==> src/rtl/uart_pkg.sv <==
// uart_pkg: definitions shared by the UART receiver and transmitter.
//   uart_state_e       - receiver FSM state encoding
//   DEFAULT_OVERSAMPLE - rx_tick pulses per bit period
//   DATA_BITS          - data bits per frame
//   parity_bit()       - parity bit that accompanies a data byte
package uart_pkg;

   localparam int DEFAULT_OVERSAMPLE = 16;
   localparam int DATA_BITS          = 8;

   typedef enum logic [2:0] {
      IDLE      = 3'd0,
      START     = 3'd1,
      DATA      = 3'd2,
      PARITY    = 3'd3,
      STOP      = 3'd4,
      WAIT_HIGH = 3'd5
   } uart_state_e;

   // Returns the parity bit for d: even parity makes the total count of
   // ones (data + parity) even; odd parity makes it odd.
   function automatic logic parity_bit(input logic [DATA_BITS-1:0] d,
                                       input logic odd);
      return (^d) ^ odd;
   endfunction

endpackage

==> src/rtl/uart_rx_if.sv <==
// uart_rx_if: serial-side and byte-side signals of the UART receiver.
//   rx_tick       - one-clk enable at OVERSAMPLE x baud
//   rx_data_in    - asynchronous serial line, idles high
//   rx_data_out   - last received byte
//   rx_valid      - one-clk strobe when a frame completes
//   rx_parity_err - parity mismatch in the last frame
//   rx_frame_err  - stop bit sampled low in the last frame
//   rx_busy       - frame in progress
//   dbg_state     - receiver FSM state, for observation only
// Handshake: rx_valid is a single-cycle strobe with no ready. The receiver
// cannot be stalled; rx_data_out and both error flags stay stable from the
// rx_valid cycle until the next frame completes, so the consumer may capture
// them on the strobe or at any time before the next one.
interface uart_rx_if;
   import uart_pkg::*;

   logic                 rx_tick;
   logic                 rx_data_in;
   logic [DATA_BITS-1:0] rx_data_out;
   logic                 rx_valid;
   logic                 rx_parity_err;
   logic                 rx_frame_err;
   logic                 rx_busy;
   uart_state_e          dbg_state;

   modport slave (
      input  rx_tick, rx_data_in,
      output rx_data_out, rx_valid, rx_parity_err, rx_frame_err, rx_busy,
             dbg_state
   );

   modport master (
      output rx_tick, rx_data_in,
      input  rx_data_out, rx_valid, rx_parity_err, rx_frame_err, rx_busy,
             dbg_state
   );

endinterface

==> src/rtl/uart_sync.sv <==
// uart_sync: two-flop synchronizer for the asynchronous serial line.
//   clk   - system clock
//   reset - synchronous active-high reset; both flops reset to 1 (line idle)
//   d     - asynchronous input
//   q     - synchronized output
module uart_sync (
   input  logic clk,
   input  logic reset,
   input  logic d,
   output logic q
);

   logic [1:0] ff;

   always_ff @(posedge clk) begin
      if (reset) ff <= 2'b11;
      else       ff <= {ff[0], d};
   end

   assign q = ff[1];

endmodule

==> src/rtl/uart_rx.sv <==
// uart_rx: oversampling UART receiver, 1 start, 8 data LSB-first, optional
// parity, 1 stop bit.
//   clk   - system clock
//   reset - synchronous active-high reset, dominates rx_tick
//   bus   - uart_rx_if.slave: rx_tick / rx_data_in in; byte, strobe, error
//           flags, busy and FSM state out
module uart_rx
   import uart_pkg::*;
#(
   parameter int OVERSAMPLE = DEFAULT_OVERSAMPLE,
   parameter bit PARITY_EN  = 1'b1,
   parameter bit PARITY_ODD = 1'b0
) (
   input  logic        clk,
   input  logic        reset,
   uart_rx_if.slave    bus
);

   localparam int CW = $clog2(OVERSAMPLE);
   localparam int IW = $clog2(DATA_BITS);
   // START samples mid start bit; every later bit is one full period on.
   localparam logic [CW-1:0] HALF_CNT = CW'(OVERSAMPLE / 2 - 1);
   localparam logic [CW-1:0] FULL_CNT = CW'(OVERSAMPLE - 1);
   localparam logic [IW-1:0] LAST_IDX = IW'(DATA_BITS - 1);

   logic                 line;
   uart_state_e          state, state_nxt;
   logic [CW-1:0]        cnt, cnt_nxt;
   logic [IW-1:0]        idx, idx_nxt;
   logic [DATA_BITS-1:0] shreg, shreg_nxt;
   logic                 perr, perr_nxt;
   logic                 done;

   logic [DATA_BITS-1:0] data_q;
   logic                 valid_q;
   logic                 perr_q;
   logic                 ferr_q;

   uart_sync u_sync (
      .clk   (clk),
      .reset (reset),
      .d     (bus.rx_data_in),
      .q     (line)
   );

   always_ff @(posedge clk) begin
      if (reset) begin
         state   <= IDLE;
         cnt     <= '0;
         idx     <= '0;
         shreg   <= '0;
         perr    <= 1'b0;
         data_q  <= '0;
         valid_q <= 1'b0;
         perr_q  <= 1'b0;
         ferr_q  <= 1'b0;
      end else begin
         state   <= state_nxt;
         cnt     <= cnt_nxt;
         idx     <= idx_nxt;
         shreg   <= shreg_nxt;
         perr    <= perr_nxt;
         // done is only raised on a tick edge, so the strobe is one clk wide
         // whatever the tick spacing.
         valid_q <= done;
         if (done) begin
            data_q <= shreg;
            perr_q <= PARITY_EN && perr;
            ferr_q <= ~line;
         end
      end
   end

   always_comb begin
      state_nxt = state;
      cnt_nxt   = cnt;
      idx_nxt   = idx;
      shreg_nxt = shreg;
      perr_nxt  = perr;
      done      = 1'b0;
      if (bus.rx_tick) begin
         unique case (state)
            IDLE: begin
               if (!line) begin
                  state_nxt = START;
                  cnt_nxt   = '0;
                  idx_nxt   = '0;
                  perr_nxt  = 1'b0;
               end
            end
            START: begin
               if (cnt == HALF_CNT) begin
                  cnt_nxt   = '0;
                  // A line that is high again mid start bit was a glitch.
                  state_nxt = line ? IDLE : DATA;
               end else begin
                  cnt_nxt = cnt + CW'(1);
               end
            end
            DATA: begin
               if (cnt == FULL_CNT) begin
                  cnt_nxt        = '0;
                  shreg_nxt[idx] = line;
                  idx_nxt        = idx + IW'(1);
                  if (idx == LAST_IDX) state_nxt = PARITY_EN ? PARITY : STOP;
               end else begin
                  cnt_nxt = cnt + CW'(1);
               end
            end
            PARITY: begin
               if (cnt == FULL_CNT) begin
                  cnt_nxt   = '0;
                  perr_nxt  = (line != parity_bit(shreg, PARITY_ODD));
                  state_nxt = STOP;
               end else begin
                  cnt_nxt = cnt + CW'(1);
               end
            end
            STOP: begin
               if (cnt == FULL_CNT) begin
                  cnt_nxt   = '0;
                  done      = 1'b1;
                  // A low stop bit may be a break; wait for the line to
                  // return high so the break is not taken as a new start.
                  state_nxt = line ? IDLE : WAIT_HIGH;
               end else begin
                  cnt_nxt = cnt + CW'(1);
               end
            end
            WAIT_HIGH: begin
               if (line) state_nxt = IDLE;
            end
            default: begin
               state_nxt = IDLE;
               cnt_nxt   = '0;
            end
         endcase
      end
   end

   assign bus.rx_data_out   = data_q;
   assign bus.rx_valid      = valid_q;
   assign bus.rx_parity_err = perr_q;
   assign bus.rx_frame_err  = ferr_q;
   assign bus.rx_busy       = (state == START) || (state == DATA) ||
                              (state == PARITY) || (state == STOP);
   assign bus.dbg_state     = state;

endmodule

==> src/flat_wrapper.sv <==
// flat-port wrapper written by rule: the top's interface ports become plain ports
module uart_rx_flat import uart_pkg::*;
#(
   parameter int OVERSAMPLE = DEFAULT_OVERSAMPLE,
   parameter bit PARITY_EN  = 1'b1,
   parameter bit PARITY_ODD = 1'b0
)
  (clk, reset, bus_rx_tick, bus_rx_data_in, bus_rx_data_out, bus_rx_valid, bus_rx_parity_err, bus_rx_frame_err, bus_rx_busy, bus_dbg_state);
  uart_rx_if bus_i ();
  input  logic clk;
  input  logic reset;
  input wire logic [$bits(bus_i.rx_tick)-1:0] bus_rx_tick;
  input wire logic [$bits(bus_i.rx_data_in)-1:0] bus_rx_data_in;
  output wire logic [$bits(bus_i.rx_data_out)-1:0] bus_rx_data_out;
  output wire logic [$bits(bus_i.rx_valid)-1:0] bus_rx_valid;
  output wire logic [$bits(bus_i.rx_parity_err)-1:0] bus_rx_parity_err;
  output wire logic [$bits(bus_i.rx_frame_err)-1:0] bus_rx_frame_err;
  output wire logic [$bits(bus_i.rx_busy)-1:0] bus_rx_busy;
  output wire logic [$bits(bus_i.dbg_state)-1:0] bus_dbg_state;
  assign bus_i.rx_tick = bus_rx_tick;
  assign bus_i.rx_data_in = bus_rx_data_in;
  assign bus_rx_data_out = bus_i.rx_data_out;
  assign bus_rx_valid = bus_i.rx_valid;
  assign bus_rx_parity_err = bus_i.rx_parity_err;
  assign bus_rx_frame_err = bus_i.rx_frame_err;
  assign bus_rx_busy = bus_i.rx_busy;
  assign bus_dbg_state = bus_i.dbg_state;
  uart_rx #(.OVERSAMPLE(OVERSAMPLE), .PARITY_EN(PARITY_EN), .PARITY_ODD(PARITY_ODD)) u_core (.clk(clk), .reset(reset), .bus(bus_i));
endmodule
==> config.mk <==
export PLATFORM = sky130hd
export DESIGN_NAME = uart_rx_flat
export DESIGN_NICKNAME = d
export VERILOG_FILES = /design/src/rtl/uart_pkg.sv /design/src/rtl/uart_rx_if.sv /design/src/rtl/uart_sync.sv /design/src/rtl/uart_rx.sv /design/src/flat_wrapper.sv
export SDC_FILE = /design/constraint.sdc
export NUM_CORES = 1
export LEC_CHECK = 0
export BUFFER_PORTS_ARGS = -buffer_cell sky130_fd_sc_hd__buf_2
export CAP_MARGIN = 20
export CELL_PAD_IN_SITES_DETAIL_PLACEMENT = 2
export CELL_PAD_IN_SITES_GLOBAL_PLACEMENT = 2
export CORE_MARGIN = 4
export CORE_UTILIZATION = 35
export DETAILED_ROUTE_END_ITERATION = 8
export PLACE_DENSITY = 0.86
export REMOVE_ABC_BUFFERS = 1
export SLEW_MARGIN = 20
export SYNTH_ARGS = -nofsm -noshare
export SYNTH_HDL_FRONTEND = slang
export SYNTH_SLANG_ARGS = --single-unit
==> constraint.sdc <==
create_clock -name clk -period 2 [get_ports clk]
set_input_delay 0.3 -clock clk [delete_from_list [all_inputs] [get_ports clk]]
set_output_delay 0.3 -clock clk [all_outputs]
set_load 0.005 [all_outputs]
## After elaboration in Yosys (flattened, before gate mapping)

Cells that the tools add are included.

- Output and inout bits: 15
- Memory bits (writable): 0
- Memories kept: 0
- Register bits after elaboration: 32
- Logic and storage cells: 72
- Bits in read-only memories: 0
- Latch bits: 0
- Input port bits: 4

- $mul: 0
- Shift-type cells: 0
- Div/mod/pow operators: 0
- Order comparisons: 2
- Reductions and logical operators: 14
- Add/sub/neg operators: 2
- Multiplexer cells: 26
- Equal/unequal tests: 16
- Bitwise logic cells: 2

Operator list:

| cell | count |
|---|---|
| 3-bit 2-to-1 mux | 10 |
| 3-bit case mux with 6 select lines | 1 |
| 4-bit case mux with 4 select lines | 1 |
| 4-bit 2-to-1 mux | 3 |
| 2-bit by 1-bit != test with 1-bit output (second input constant) | 5 |
| 3-bit == test (second input constant) | 3 |
| 8-bit bitwise mux | 1 |
| 4-bit AND reduction | 2 |
| 8-bit AND reduction | 1 |
| 8-bit XOR reduction | 1 |
| 3-bit by 2-bit == test with 1-bit output (second input constant) | 2 |
| 1-bit 2-to-1 mux | 6 |
| 3-bit case mux with 2 select lines | 1 |
| 3-bit AND reduction | 2 |
| 4-bit by 1-bit adder with 4-bit output (second input constant) | 1 |
| 4-bit by 3-bit == test with 1-bit output (second input constant) | 1 |
| 4-bit == test (second input constant) | 1 |
| 3-bit by 4-bit less-than comparator with 1-bit output (second input constant) | 1 |
| 2-bit != test (second input constant) | 2 |
| 2-bit nonzero test | 2 |
| 3-bit by 1-bit adder with 3-bit output (second input constant) | 1 |
| 1-bit demux with 3-bit select | 1 |
| 3-bit by 1-bit == test with 1-bit output (second input constant) | 1 |
| 3-bit by 1-bit >= comparator with 1-bit output (second input constant) | 1 |
| other kinds (8) | 11 |

## Depth between registers and ports, before layout

Gate-level depths: netlist (run 1).

- Word-level depth: 5
- Mapped depth: 7

## Modules after synthesis

From an unflattened synthesis (run 1), not the netlist that was laid out.

- Cell total of the unflattened synthesis: 177
- Area total of the unflattened synthesis: 1,570.3 um^2

By module, submodules not included:

| module | cells an instance | times used | area each (um^2) |
|---|---|---|---|
| uart_rx | 173 | 1 | 1,517.7 |
| uart_sync | 4 | 1 | 52.6 |

## Least setup slack after synthesis (run 1)

No wires, ideal clock.

- Path kind: flip-flop to flip-flop
- Start point: register u_core.cnt[0]
- End point: register u_core.shreg[6]
- Path buffers: 0
- Data arrival time: 1.690 ns
- Required time: 1.930 ns
- Cell stages (with the launch flop): 6
- Clock period less this slack: 1.760 ns
- Slack: 0.240 ns
- Path through: dfxtp_1 -> ha_1 -> nand3_2 -> or4_4 -> or3_1 -> a21oi_1

- Word-level cells in the longest chain between the ends: 2

Ends and longest elaborated chain:

| element | line | RTL |
|---|---|---|
| start: declaration | uart_rx.sv:28 | `logic [CW-1:0] cnt, cnt_nxt;` |
| start signal: assignment | uart_rx.sv:59 | `cnt <= cnt_nxt;` |
| 4-bit == test | uart_rx.sv:101 | `if (cnt == FULL_CNT) begin` |
| 3-bit AND reduction (no line) | n/a |  |
| end signal: assignment | uart_rx.sv:61 | `shreg <= shreg_nxt;` |
| end: declaration | uart_rx.sv:30 | `logic [DATA_BITS-1:0] shreg, shreg_nxt;` |

Every way passes these cells.
A chain may end at the register's enable or synchronous reset.

## Worst setup path after layout (run 1)

- Start point: register u_core.state[0], in the netlist u_core.bus.dbg_state[0]
- End point: register u_core.state[2], in the netlist u_core.bus.dbg_state[2]

- Word-level cells in the longest chain between the ends: 3
- Elaborated cells on any way between the ends: 15
- Classes of those cells: 12 x eq/ne; 1 x mux; 2 x reduce/logical

Ends and longest elaborated chain:

| element | line | RTL |
|---|---|---|
| start: declaration | uart_rx.sv:27 | `uart_state_e state, state_nxt;` |
| start signal: assignment | uart_rx.sv:58 | `state <= state_nxt;` |
| 3-bit by 1-bit == test with 1-bit output, or another cell as far along | uart_rx.sv:82 | `unique case (state)` |
| 2-bit by 1-bit != test with 1-bit output (no line) or 2-bit != test (tied branches) | n/a |  |
| 8-bit AND reduction (no line) | n/a |  |

Several ways; a longest one is shown, not always the timed one.

==> results of run 1 <==
-- critical path, stage by stage, from the launching register on --
cell and delay, ns:
dfxtp_1 0.55, or3b_2 0.51, o211ai_1 0.35, nor2_1 0.08, a311oi_1 0.29
-- layout make-up --
cell class	instances	area, um2
inverters	2	7.51
flip-flops and latches	32	642
multi-input cells	136	925
repair buffers	25	143
clock buffers	8	90.1
well taps	52	65.1
fillers	502	2570
-- cells in the mapped netlist, types with 3 or more instances --
| master | n |
|---|---|
| or3_1 | 3 |
| xnor2_1 | 4 |
| buf_2 | 4 |
| nor3_1 | 4 |
| ha_1 | 3 |
| clkbuf_1 | 10 |
| nor2_1 | 22 |
| o31ai_1 | 5 |
| o21ai_0 | 11 |
| or2_2 | 3 |
| a211oi_1 | 4 |
| nand4_1 | 5 |
| a21oi_1 | 12 |
| nand2b_1 | 3 |
| mux2i_1 | 11 |
| nand2_1 | 3 |
| nand3_1 | 7 |
| dfxtp_1 | 32 |
| a22oi_1 | 3 |
-- through the flow --
step	std cells	total power, uW	area, um2
after CTS	255	1270	1860
final	255	1250	1870
after global placement	247	737	1770
after detailed placement	247	743	1770
after floorplan	170	706	1560
after global routing	255	1300	1870
-- power groups by stage --
stage / clock network (uW) / registers [uW] / logic (uW)
after global routing: 563 / 651 / 88.8
after CTS: 536 / 650 / 80.6
final: 523 / 651 / 79.9
after detailed placement: 0 / 664 / 79.3
after floorplan: 0 / 664 / 41.3
after global placement: 0 / 663 / 74.0
-- sequential cells by signal, indices dropped and copies added (netlist names) --
name,count
u_core.bus.dbg_state,3
u_core.bus.rx_parity_err,1
u_core.bus.rx_data_out,8
u_core.u_sync.ff,2
u_core.idx,3
u_core.shreg,8
u_core.bus.rx_frame_err,1
u_core.cnt,4
u_core.bus.rx_valid,1
u_core.perr,1
-- path summary, 6_finish.rpt --
path	startpoint	end	cells after the start
worst max-delay path	u_core.bus.dbg_state[0]$_SDFFE_PP0P_	u_core.bus.dbg_state[2]$_SDFFE_PP0P_	4
worst min-delay path	bus_rx_data_in	u_core.u_sync.ff[0]$_SDFF_PP1_	2
worst max register to register	u_core.bus.dbg_state[0]$_SDFFE_PP0P_	u_core.bus.dbg_state[2]$_SDFFE_PP0P_	4
worst min register to register	u_core.u_sync.ff[0]$_SDFF_PP1_	u_core.u_sync.ff[1]$_SDFF_PP1_	1
-- timing repair --
action                                 4_1_cts  5_1_grt
endpoints found under the hold margin        0        0
setup endpoints to repair                    1        1
gates resized for setup                      1        2
-- layer usage --
metal / track usage (%) / share of wire (%)
met2: 31.3 / 53
met4: 5.62 / 1.7
met5: 0 / 0
met1: 19.5 / 42
met3: 4.02 / 2.7
-- logic make-up (layout without fill, tap and decap cells) --
kind of cell | after synthesis | after routing | share of synthesized area, %
flops | 32 | 32 | 39.3
compound gates | 46 | 46 | 17.8
mux | 12 | 12 | 7.45
simple gates | 68 | 68 | 23.8
fa+ha+maj | 3 | 3 | 2.30
xor+xnor | 7 | 7 | 4.61
buf+inv | 17 | 35 | 4.69
==> impl_metrics.toml, run 1 <==
[floorplan]
core_um2 = 4440
die_width_um = 76.2
rows = 24
initial_core_util_pct = 36.7
die_y_um = 76.2
fp.dieArea_um2 = 5810
pin_count = 19

[placement]
post-place-ws_ns = 0.0155
gp_congestion = 0.822
dp_hpwl_mm = 3.36
port_buffers = 18

[clocking]
h-tree-depth = 2
clk_pin_slew_ns = 0.07
clock_path_buffers = 2
cts_setup_buffers = 0
cts_root_buf = "clkbuf_8"
cts_buffers = 5
hold_buffers = 0
cts_num_sinks = 32
cts_tree = "yes"
insertion_delay_ns = 0.29

[detailed_routing]
drt-vias-per-instance = 5.66
num_vias = 1443
route.detailed.drc = 0
wl_per_cell_um = 18.6
postRouteAntennaNets = 0
wl_mm = 4.74
drt_iter0_markers = 58
first_pass_iters = 4

[pwr]
p_leak_uw = 0.000791
powerDensity_nw_per_um2 = 670
p_clk_share_pct = 41.7
power.switching_uw = 301
intPower_uw = 952
peakVddDrop_uv = 265
switching_share_pct = 24.0
p_seq_share_pct = 51.9
power_frac_comb_pct = 6.4

[synthesis]
netlist_top_cells_area = "dfxtp_1 (39%), mux2i_1 (6.8%), nor2_1 (5.1%)"
syn_inst = 185
netlist_area_um2 = 1630
synth_top_area_share_pct = 39.3
synth_seq_area_share_pct = 39.3
synthArstFlopShare_pct = 0
synth_edf_count = 0
synth_area_per_cell_um2 = 8.81
synth_ff_type = "dfxtp_1"
synth_top_cell_by_area = "dfxtp_1"
synth_warnings = 0
synth_seq_cells = 32
synth_cell_type_count = 46

[sta]
setup_violations = 0
clock_skew_ns = 0.00712
fin_setup_tns_ns = 0
slew_violations = 0
rsz0062_at_grt = "false"
final-hold-violation-count = 0
fin_hold_ws_ns = 0.198
fin_ws_ns = 0.130
max_freq_ghz = 0.535
slew_headroom_pct = 57.7
period_share_pct = 93.5
period_needed_ns = 1.87
worstMarginPinSlew_ns = 0.634

[cells_and_area]
fin_util_pct = 42.1
area_growth_pct = 14.9
drive_above_1_share_pct = 23.2
fin_nets = 209
final_common_cell = "dfxtp_1"
antenna_cells = 0
mostFrequentLayoutCells = "dfxtp_1 (31), nor2_1 (22), buf_2 (18)"

[global_routing]
overflow = 0
first_global_vias = 1585
antenna_found_initial = 0
grt_start_max_net_pins = 35
grt_pass1_wl_mm = 8.04
grtUsageTotal_pct = 17.1

[worst_hold_path]
hp-class = "input port to register"

[critical_path]
reg2reg_slack_ns = 0.13
cp.required_ns = 2.19
cp-end-kind = "register"
crit_type = "register to register"
cp_max_fo = 12
start_kind = "register"
cp.arrival_ns = 2.06

[run_status]
status = "finished, final reports clean"

[flow_run]
max_cap_viol_count = 0
Note: power is estimated with default switching activity, not from simulation.
==> run 2, diff against run 1 <==
--- a/config.mk
+++ b/config.mk
@@ -10,11 +10,13 @@
 export CELL_PAD_IN_SITES_DETAIL_PLACEMENT = 2
 export CELL_PAD_IN_SITES_GLOBAL_PLACEMENT = 2
 export CORE_MARGIN = 4
-export CORE_UTILIZATION = 35
+export CORE_UTILIZATION = 36
+export CTS_BUF_LIST = sky130_fd_sc_hd__clkbuf_8
 export DETAILED_ROUTE_END_ITERATION = 8
-export PLACE_DENSITY = 0.86
+export PLACE_DENSITY = 0.88
 export REMOVE_ABC_BUFFERS = 1
 export SLEW_MARGIN = 20
 export SYNTH_ARGS = -nofsm -noshare
 export SYNTH_HDL_FRONTEND = slang
+export SYNTH_HIERARCHICAL = 1
 export SYNTH_SLANG_ARGS = --single-unit
==> run 2 against run 1 <==
  * Largest cell class unchanged
  * Fmax grew 1.7%
  * First-iteration DRC count down 12%
  * Worst hold slack got worse by 0.0085 ns
  * Sequential power about the same
  * Utilization up 2.3 points
  * Die area down 5.6%
  * Total power increased by 6.4%
  * Register-to-register slack improved by 0.03 ns
==> impl_metrics.toml, run 2 <==
[run_status]
status = "finished, final reports clean"

[cells_and_area]
final_common_cell = "dfxtp_1"
fin_util_pct = 44.4
drive_above_1_share_pct = 21.4
area_growth_pct = 16.4
mostFrequentLayoutCells = "dfxtp_1 (30), nor2_1 (29), buf_2 (18)"
antenna_cells = 0
fin_nets = 202

[synthesis]
synth_common_cells = "dfxtp_1 (32), nor2_1 (29), mux2i_1 (13)"
synthArstFlopShare_pct = 0
synth_area_per_cell_um2 = 8.87
netlist_top_cells_area = "dfxtp_1 (41%), mux2i_1 (8.3%), nor2_1 (6.9%)"
syn_inst = 177
synth_warnings = 6
synth_top_area_share_pct = 40.8
synth_most_common_cell = "dfxtp_1"
synth_ff_type = "dfxtp_1"
synth_top_cell_by_area = "dfxtp_1"
synth_seq_area_share_pct = 40.8
netlist_area_um2 = 1570
synth_seq_cells = 32
synth_cell_type_count = 42
synth_edf_count = 0

[floorplan]
die_width_um = 74.0
fp.dieArea_um2 = 5480
initial_core_util_pct = 38.2
rows = 23
die_y_um = 74.0
core_um2 = 4120
pin_count = 19

[global_routing]
grt_start_max_net_pins = 34
overflow = 0
antenna_found_initial = 0
grtUsageTotal_pct = 18.9
first_global_vias = 1469
grt_pass1_wl_mm = 7.71

[critical_path]
start_kind = "register"
cp-end-kind = "register"
crit_type = "register to register"
cp_max_fo = 14
cp.required_ns = 2.22
cp.arrival_ns = 2.05

[detailed_routing]
num_vias = 1354
first_pass_iters = 4
route.detailed.drc = 0
wl_mm = 4.62
wl_per_cell_um = 18.8
postRouteAntennaNets = 0
drt_iter0_markers = 51
drt-vias-per-instance = 5.50

[sta]
clock_skew_ns = 0.00632
worstMarginPinSlew_ns = 0.603
period_share_pct = 91.9
slew_violations = 0
final-hold-violation-count = 0
max_freq_ghz = 0.544
fin_setup_tns_ns = 0
slew_headroom_pct = 59.8
period_needed_ns = 1.84
setup_violations = 0

[pwr]
switching_share_pct = 22.3
power_uw = 1330
peakVddDrop_uv = 270
p_clk_share_pct = 45.3
p_leak_uw = 0.000793
p_seq_share_pct = 48.8
power.switching_uw = 297
power_frac_comb_pct = 5.9
powerDensity_nw_per_um2 = 730
intPower_uw = 1040

[clocking]
cts_tree = "yes"
clock_path_buffers = 2
h-tree-depth = 2
clk_pin_slew_ns = 0.06
insertion_delay_ns = 0.29
cts_num_sinks = 32
hold_buffers = 0
cts_buffers = 5
cts_root_buf = "clkbuf_8"
cts_setup_buffers = 0

[placement]
dp_hpwl_mm = 2.87
gp_congestion = 0.737
port_buffers = 18

[worst_hold_path]
hp-class = "input port to register"

[flow_run]
max_cap_viol_count = 0
[run 2: cell count changes in the layout (fill, tap and decap cells not counted), sizes merged, moves of 3 or more]
cell / change
nand2: +10
nand2b: +4
nand3: -3
clkbuf: -3
nor2b: +3
o31ai: -5
nor2: +8
nand4: -4
buf: -4
a211o: -3
a211oi: -3
xnor2: +4
[run 2: cells by family after synthesis]
kind of cell	synth area share [%]
AOI/OAI and AO/OA	14.1
xor gates and xnor gates	5.02
adders and majority gates	2.39
buffers and inverters	3.51
DFF	40.8
muxes	8.29
and+or+nand+nor	25.9
[run 2: final timing paths]
path                                              from  cells after the start                             end  slack (ns)
setup reg to reg  u_core/bus.dbg_state[2]$_SDFFE_PP0P_                      5      u_core/cnt[3]$_SDFFE_PP0P_        0.16
setup / recovery  u_core/bus.dbg_state[2]$_SDFFE_PP0P_                      5      u_core/cnt[3]$_SDFFE_PP0P_        0.16
hold reg to reg         u_core/u_sync/ff[0]$_SDFF_PP1_                      1  u_core/u_sync/ff[1]$_SDFF_PP1_        0.43
hold / removal                          bus_rx_data_in                      2  u_core/u_sync/ff[0]$_SDFF_PP1_        0.19
[run 2: critical path, stage by stage (launching register included)]
cell	delay [ns]
dfxtp_1	0.66
or3_1	0.20
o211a_4	0.18
nand2_2	0.07
or4_1	0.50
a21oi_1	0.15
[run 2: repair_timing]
| item | CTS | global route |
|---|---|---|
| resized for setup | 1 | 7 |
| setup endpoints to repair | 1 | 8 |
| gates cloned | 0 | 0 |
[run 2: cell type report]
class | count | area, um2
well taps | 50 | 62.6
multi-input cells | 135 | 902
flip-flops and latches | 32 | 643
repair buffers | 21 | 113
clock buffers | 5 | 68.8
clock inverters | 3 | 38.8
fillers | 466 | 2290
[run 2: power groups by stage]
stage / Sequential [uW] / Clock, uW / Combinational (uW)
2_1_floorplan: 664 / 0 / 40.7
3_3_place_gp: 663 / 0 / 69.2
3_5_place_dp: 664 / 0 / 73.2
4_1_cts: 650 / 622 / 77.1
5_1_grt: 651 / 655 / 87.9
6_report: 650 / 604 / 79.1
[run 2: routing by layer]
layer / GRT usage [%] / vias up / part of all wire, %
li1: - / 655 / -
met1: 22.0 / 674 / 43
met2: 33.6 / 20 / 52
met3: 4.46 / 5 / 3.3
met4: 6.64 / 0 / 1.7
met5: 0 / - / 0
[run 2: through the flow]
step                instances  setup slack (ns)  area [um2]  hold WS, ns
finish                    246             0.161        1830        0.189
global route              246           -0.0572        1830        0.187
CTS                       246            0.0451        1800        0.183
detailed placement        238            0.0806        1690        0.410
global placement          238             0.234        1690        0.391
floorplan                 167             0.265        1520        0.369
